$ cat config.mk
export PLATFORM = sky130hd
export DESIGN_NAME = pipe_skid_reg
export DESIGN_NICKNAME = d
export VERILOG_FILES = /design/src/rtl/pipe_pkg.sv /design/src/rtl/pipe_skid_reg.sv
export SDC_FILE = /design/constraint.sdc
export NUM_CORES = 1
export LEC_CHECK = 0
export CORE_MARGIN = 4
export CORE_UTILIZATION = 30
export CTS_CLUSTER_DIAMETER = 40
export DETAILED_ROUTE_END_ITERATION = 6
export SYNTH_ARGS = -nofsm -noshare
export SYNTH_HDL_FRONTEND = slang
export SYNTH_SLANG_ARGS = --single-unit
$ cat constraint.sdc
create_clock -name clk -period 2.7 [get_ports clk]
set_clock_uncertainty 0.2 [all_clocks]
set_input_delay 0.675 -clock clk [delete_from_list [all_inputs] [get_ports clk]]
set_output_delay 0.675 -clock clk [all_outputs]
set_load 0.05 [all_outputs]
$ cat src/rtl/pipe_pkg.sv
// Shared types for the elastic pipeline stage registers: occupancy state,
// per-boundary payload bundles and their bubble (NOP) values.
package pipe_pkg;

  typedef enum logic [1:0] {
    EMPTY = 2'd0,
    ONE   = 2'd1,
    FULL  = 2'd2
  } pipe_state_e;

  localparam logic [6:0] OP_I_IMM = 7'b0010011;
  localparam logic [2:0] F3_ADD   = 3'b000;

  typedef struct packed {
    logic [31:0] pc;
    logic [31:0] instr;
  } if_id_t;

  typedef struct packed {
    logic [31:0] pc;
    logic [6:0]  opcode;
    logic [6:0]  funct7;
    logic [2:0]  funct3;
    logic [31:0] imm;
    logic [31:0] rs1_data;
    logic [31:0] rs2_data;
    logic        rd_we;
    logic [4:0]  rd_addr;
  } id_ex_t;

  typedef struct packed {
    logic [31:0] pc;
    logic [31:0] alu_result;
    logic [31:0] rs2_data;
    logic [2:0]  funct3;
    logic        mem_re;
    logic        mem_we;
    logic        rd_we;
    logic [4:0]  rd_addr;
  } ex_mem_t;

  typedef struct packed {
    logic [31:0] wb_data;
    logic        rd_we;
    logic [4:0]  rd_addr;
  } mem_wb_t;

  // addi x0, x0, 0 with no register write-back
  localparam id_ex_t ID_EX_NOP = '{
    pc: '0, opcode: OP_I_IMM, funct7: '0, funct3: F3_ADD, imm: '0,
    rs1_data: '0, rs2_data: '0, rd_we: 1'b0, rd_addr: '0
  };
  localparam if_id_t  IF_ID_NOP  = '0;
  localparam ex_mem_t EX_MEM_NOP = '0;
  localparam mem_wb_t MEM_WB_NOP = '0;

  function automatic logic [1:0] occ_of(input pipe_state_e s);
    case (s)
      ONE:     occ_of = 2'd1;
      FULL:    occ_of = 2'd2;
      default: occ_of = 2'd0;
    endcase
  endfunction

endpackage

$ cat src/rtl/pipe_skid_reg.sv
// Elastic pipeline register: main (head) register plus one skid entry so that
// in_ready is a function of registered state only.
module pipe_skid_reg
  import pipe_pkg::*;
#(
  parameter int unsigned       DATA_W = 128,
  parameter logic [DATA_W-1:0] BUBBLE = '0
) (
  input  logic              clk,
  input  logic              rst,
  input  logic              flush,
  input  logic              in_valid,
  output logic              in_ready,
  input  logic [DATA_W-1:0] in_data,
  output logic              out_valid,
  input  logic              out_ready,
  output logic [DATA_W-1:0] out_data,
  output logic [1:0]        occupancy
);

  pipe_state_e       state_q, state_d;
  logic [DATA_W-1:0] main_q, main_d;
  logic [DATA_W-1:0] skid_q, skid_d;
  logic              in_fire, out_fire;

  assign in_ready  = (state_q != FULL) & ~rst;
  assign out_valid = (state_q != EMPTY);
  assign out_data  = main_q;
  assign occupancy = occ_of(state_q);
  assign in_fire   = in_valid & in_ready;
  assign out_fire  = out_valid & out_ready;

  always_comb begin
    state_d = state_q;
    main_d  = main_q;
    skid_d  = skid_q;
    if (rst || flush) begin
      // a concurrent out_fire was already consumed downstream; nothing to do
      state_d = EMPTY;
      main_d  = BUBBLE;
      skid_d  = BUBBLE;
    end else begin
      case (state_q)
        EMPTY: begin
          if (in_fire) begin
            main_d  = in_data;
            state_d = ONE;
          end
        end
        ONE: begin
          case ({in_fire, out_fire})
            2'b10: begin
              skid_d  = in_data;
              state_d = FULL;
            end
            2'b01: begin
              main_d  = BUBBLE;
              state_d = EMPTY;
            end
            2'b11: main_d = in_data;
            default: ;
          endcase
        end
        FULL: begin
          if (out_fire) begin
            main_d  = skid_q;
            state_d = ONE;
          end
        end
        default: begin
          state_d = EMPTY;
          main_d  = BUBBLE;
          skid_d  = BUBBLE;
        end
      endcase
    end
  end

  always_ff @(posedge clk) begin
    state_q <= state_d;
    main_q  <= main_d;
    skid_q  <= skid_d;
  end

endmodule
==> metrics.md, run 1 <==
| Metric | Value |
|---|---|
| Kind of critical path | register to output port |
| Row count | 70 |
| Power Internal | roughly 8.6 mW |
| Nets | 1607 |
| Syn Inst Count | 1242 |
| Clk sinks | 258 |
| Max-Cap Viols | 0 |
| Share of cells above drive strength 1 | 10.19% |
| Vias per cell | about 5.3 |
| Combinational Power Share | 11.5% |
| Total wire length | ~39000 µm |
| Largest net degree at the start of global routing | 63 |
| Fin util | 44.79% |
| Total die area | between 0.04 and 0.05 mm² |
| Starting Density | 30.59% |
| Clk_lat worst skew | 0.55 ns |
| Sw Share | 25.26% |
| Drt wl/cell | 19.11 µm |
| Post-route ant nets | 0 |
| Via count | roughly 11000 |
| Switch Pwr | ~2.9 mW |
| Fill cell count | between 3000 and 4000 |
| Final min period | 2.640 ns |
| Startpoint types | register |
| P&R area growth vs syn | 46.41% |
| #FFs+latches synth | 258 |
| RSZ-0062 raised after global routing | false |
| Crit path depth | 1 |
| Clock slew at reported path FFs | 0.05 ns |
| Smallest hold slack | 0.2587 ns |
| Slew Limit Fails | 0 |
| Fraction of the yosys area taken by sequential cells | 45.79% |
| Worst Tran Pin Value | 0.8072 ns |
| IO Count | ~270 |
| Mean Syn Cell Area | a little over 9 µm² |
| Maximum clock insertion buffer count | 3 |
| Crit path from | out_data[55] |
| F_max | 378.8 MHz |
| CP Capture Type | output port |
| Initial antenna violation count | 1 |
| DRC violations left | 0 |
| Cell chain of the critical path | clkdlybuf4s50_1 |
| Worst stage delay on the critical path | 0.86 ns |
| Largest fanout on the critical path | 2 |
| Power density cells | a little under 700 mW/mm² |
| Root Buffer | clkbuf_16 |
| Crit Reg-Reg Endpoint | out_data[117] |
| Total gr overflow | 0 |
| Finish-stage setup viols | 0 |
| Post-DP HPWL | 23810 µm |
| WP buf/inv | 1 |
| Tot Pwr | about 11 mW |
| Most common cell after layout, fill and taps aside | clkdlybuf4s50_1 |
| CTS tree | done |
| Global Route Usage Sum | 18.07% |
| H-Tree Depth | 2 |
| Critical path data arrival time | 1.76 ns |
| First drt pass iteration count | 5 |
| Sequential Power Share | roughly a third |
| Routability congestion estimate | 0.7729 |
| IO Port Bufs | 264 |
| Pleak | 5.460 nW |
| Initial DRC count | 629 |
| Clock Power Share | between 50% and 60% |
| YS warnings | 0 |
| Slowest cell on crit path | clkdlybuf4s50_1 |
| RR Startpoint | state_q[0] |
| Core box area | around 0.037 mm² |
| Commonest non-fill, non-tap cells in the layout | 258 x clkdlybuf4s50_1, 257 x nor2_1, 256 x dfxtp_1 |
| Outcome | completed |
| Die H | roughly 200 µm |
| First-pass GRT wire length | 60640 µm |
| Slew HR | a little under half |
| Syn_nets | about 1400 |
| Die X | 201.9 µm |
| Worst Hold Class | register to register |
| WP data required | 1.82 ns |
| Number of CTS-inserted buffers | 47 |
| Yosys cell types | 26 |
| Vias in the first global route | 10532 |
| CP Capture Point | out_data[55] |
| Cts-stage hold buffer count | 0 |
| Final worst-path cycle share | 97.78% |
| Mapped Area | 0.01128 mm² |
| Hold Violations, Final | 0 |
| Reg2Reg Depth | 6 |
| Worst reg2reg setup slack | 0.51 ns |
| Worst IR Drop VDD | 0.3937 mV |
| CP top delay family | buffers and inverters |
## flip-flops by register name, summed over array words and instances, names as in the netlist
name,count
state_q,2
out_data,128
skid_q,128
## cell families (layout without fill, tap and decap cells)
group / count (synthesis) / in the layout / share of synthesized area, %
other: 0 / 1 / 0
flip-flops: 258 / 258 / 45.79
multiplexers: 129 / 129 / 11.45
buffers and inverters: 136 / 406 / 5.202
AND/OR/NAND/NOR: 328 / 328 / 11.43
AO/OA/AOI/OAI: 391 / 391 / 26.13
## worst min-delay path by stage
stage / from / endpoint / slack [ns] / cells after the start
2_1_floorplan: skid_q[23] / skid_q[23] / 0.24 / 2
3_3_place_gp: skid_q[23] / skid_q[23] / 0.24 / 2
3_5_place_dp: skid_q[55] / skid_q[55] / 0.25 / 2
4_1_cts: skid_q[23] / skid_q[23] / 0.26 / 2
5_1_grt: skid_q[23] / skid_q[23] / 0.29 / 2
6_report: skid_q[55] / skid_q[55] / 0.26 / 2
## cell usage after synthesis, drive strengths merged
cell     instances  area (µm²)
a21oi            5       25.02
a22o             1       8.760
a22oi          254        1907
buf             58       294.0
clkbuf          78       292.8
dfxtp          258        5165
mux2i          129        1291
nand2           56       210.2
nand3b           2       15.01
nand4b           2       17.52
nand4bb          1       11.26
nor2           258       970.9
nor2b            2       12.51
nor3             1       5.000
nor3b            2       15.01
nor4bb           1       10.01
o211ai           1       7.510
o21ai            1       5.000
o22a             1       8.760
o22ai           54       337.8
o2bb2ai         74       648.1
or2              2       12.51
or3b             1       8.760
## metal layers
metal	wire (µm)	part of all wire (%)	up-vias	global-route usage, %
li1	-	-	5079	-
met1	17760	46	5154	24.56
met2	17930	47	312	28.84
met3	2086	5.4	56	3.690
met4	781	2.0	0	5.835
met5	0	0	-	0
## final cells by class
cell class / count / area (µm²) / share of cell area (%)
flip-flops and latches: 258 / 5172 / 31.32
repair buffers: 319 / 3431 / 20.77
multi-input cells: 848 / 5589 / 33.84
clock inverters: 31 / 385.4 / 2.334
well taps: 504 / 630.6 / 3.818
clock buffers: 56 / 1304 / 7.895
diodes: 1 / 2.502 / 0.01515
## per-stage QoR
stage          setup slack [ns]  area, µm²  setup TNS, ns  std cells
6_report                0.06000      16510              0       2017
5_1_grt                0.002868      16510              0       2017
4_1_cts                0.007680      16510              0       2016
3_5_place_dp           -0.07789      14820         -3.584       1929
3_3_place_gp           -0.06087      14820         -2.516       1929
2_1_floorplan           0.02237      11280              0       1242
## power by group through the flow
stage / logic [mW] / registers (mW) / clock network, mW
after floorplan: 0.540 / 4.16 / 0
after global placement: 1.31 / 3.99 / 0
after detailed placement: 1.32 / 3.99 / 0
after CTS: 1.33 / 3.92 / 6.39
after global routing: 1.42 / 3.92 / 6.58
final: 1.32 / 3.92 / 6.25
## what timing repair did
item | in CTS | in global routing
setup buffers | 0 | 0
resized for setup | 0 | 1
setup endpoints to repair | 0 | 1
(Power assumes the default switching activity.)
==> run 2: changes to the inputs <==
--- a/config.mk
+++ b/config.mk
@@ -9,6 +9,7 @@
 export CORE_UTILIZATION = 30
 export CTS_CLUSTER_DIAMETER = 40
 export DETAILED_ROUTE_END_ITERATION = 6
+export HOLD_SLACK_MARGIN = 0.05
 export SYNTH_ARGS = -nofsm -noshare
 export SYNTH_HDL_FRONTEND = slang
 export SYNTH_SLANG_ARGS = --single-unit
==> results of run 2 <==
Same layout as run 1: the final DEF is identical, and so are final timing and power.
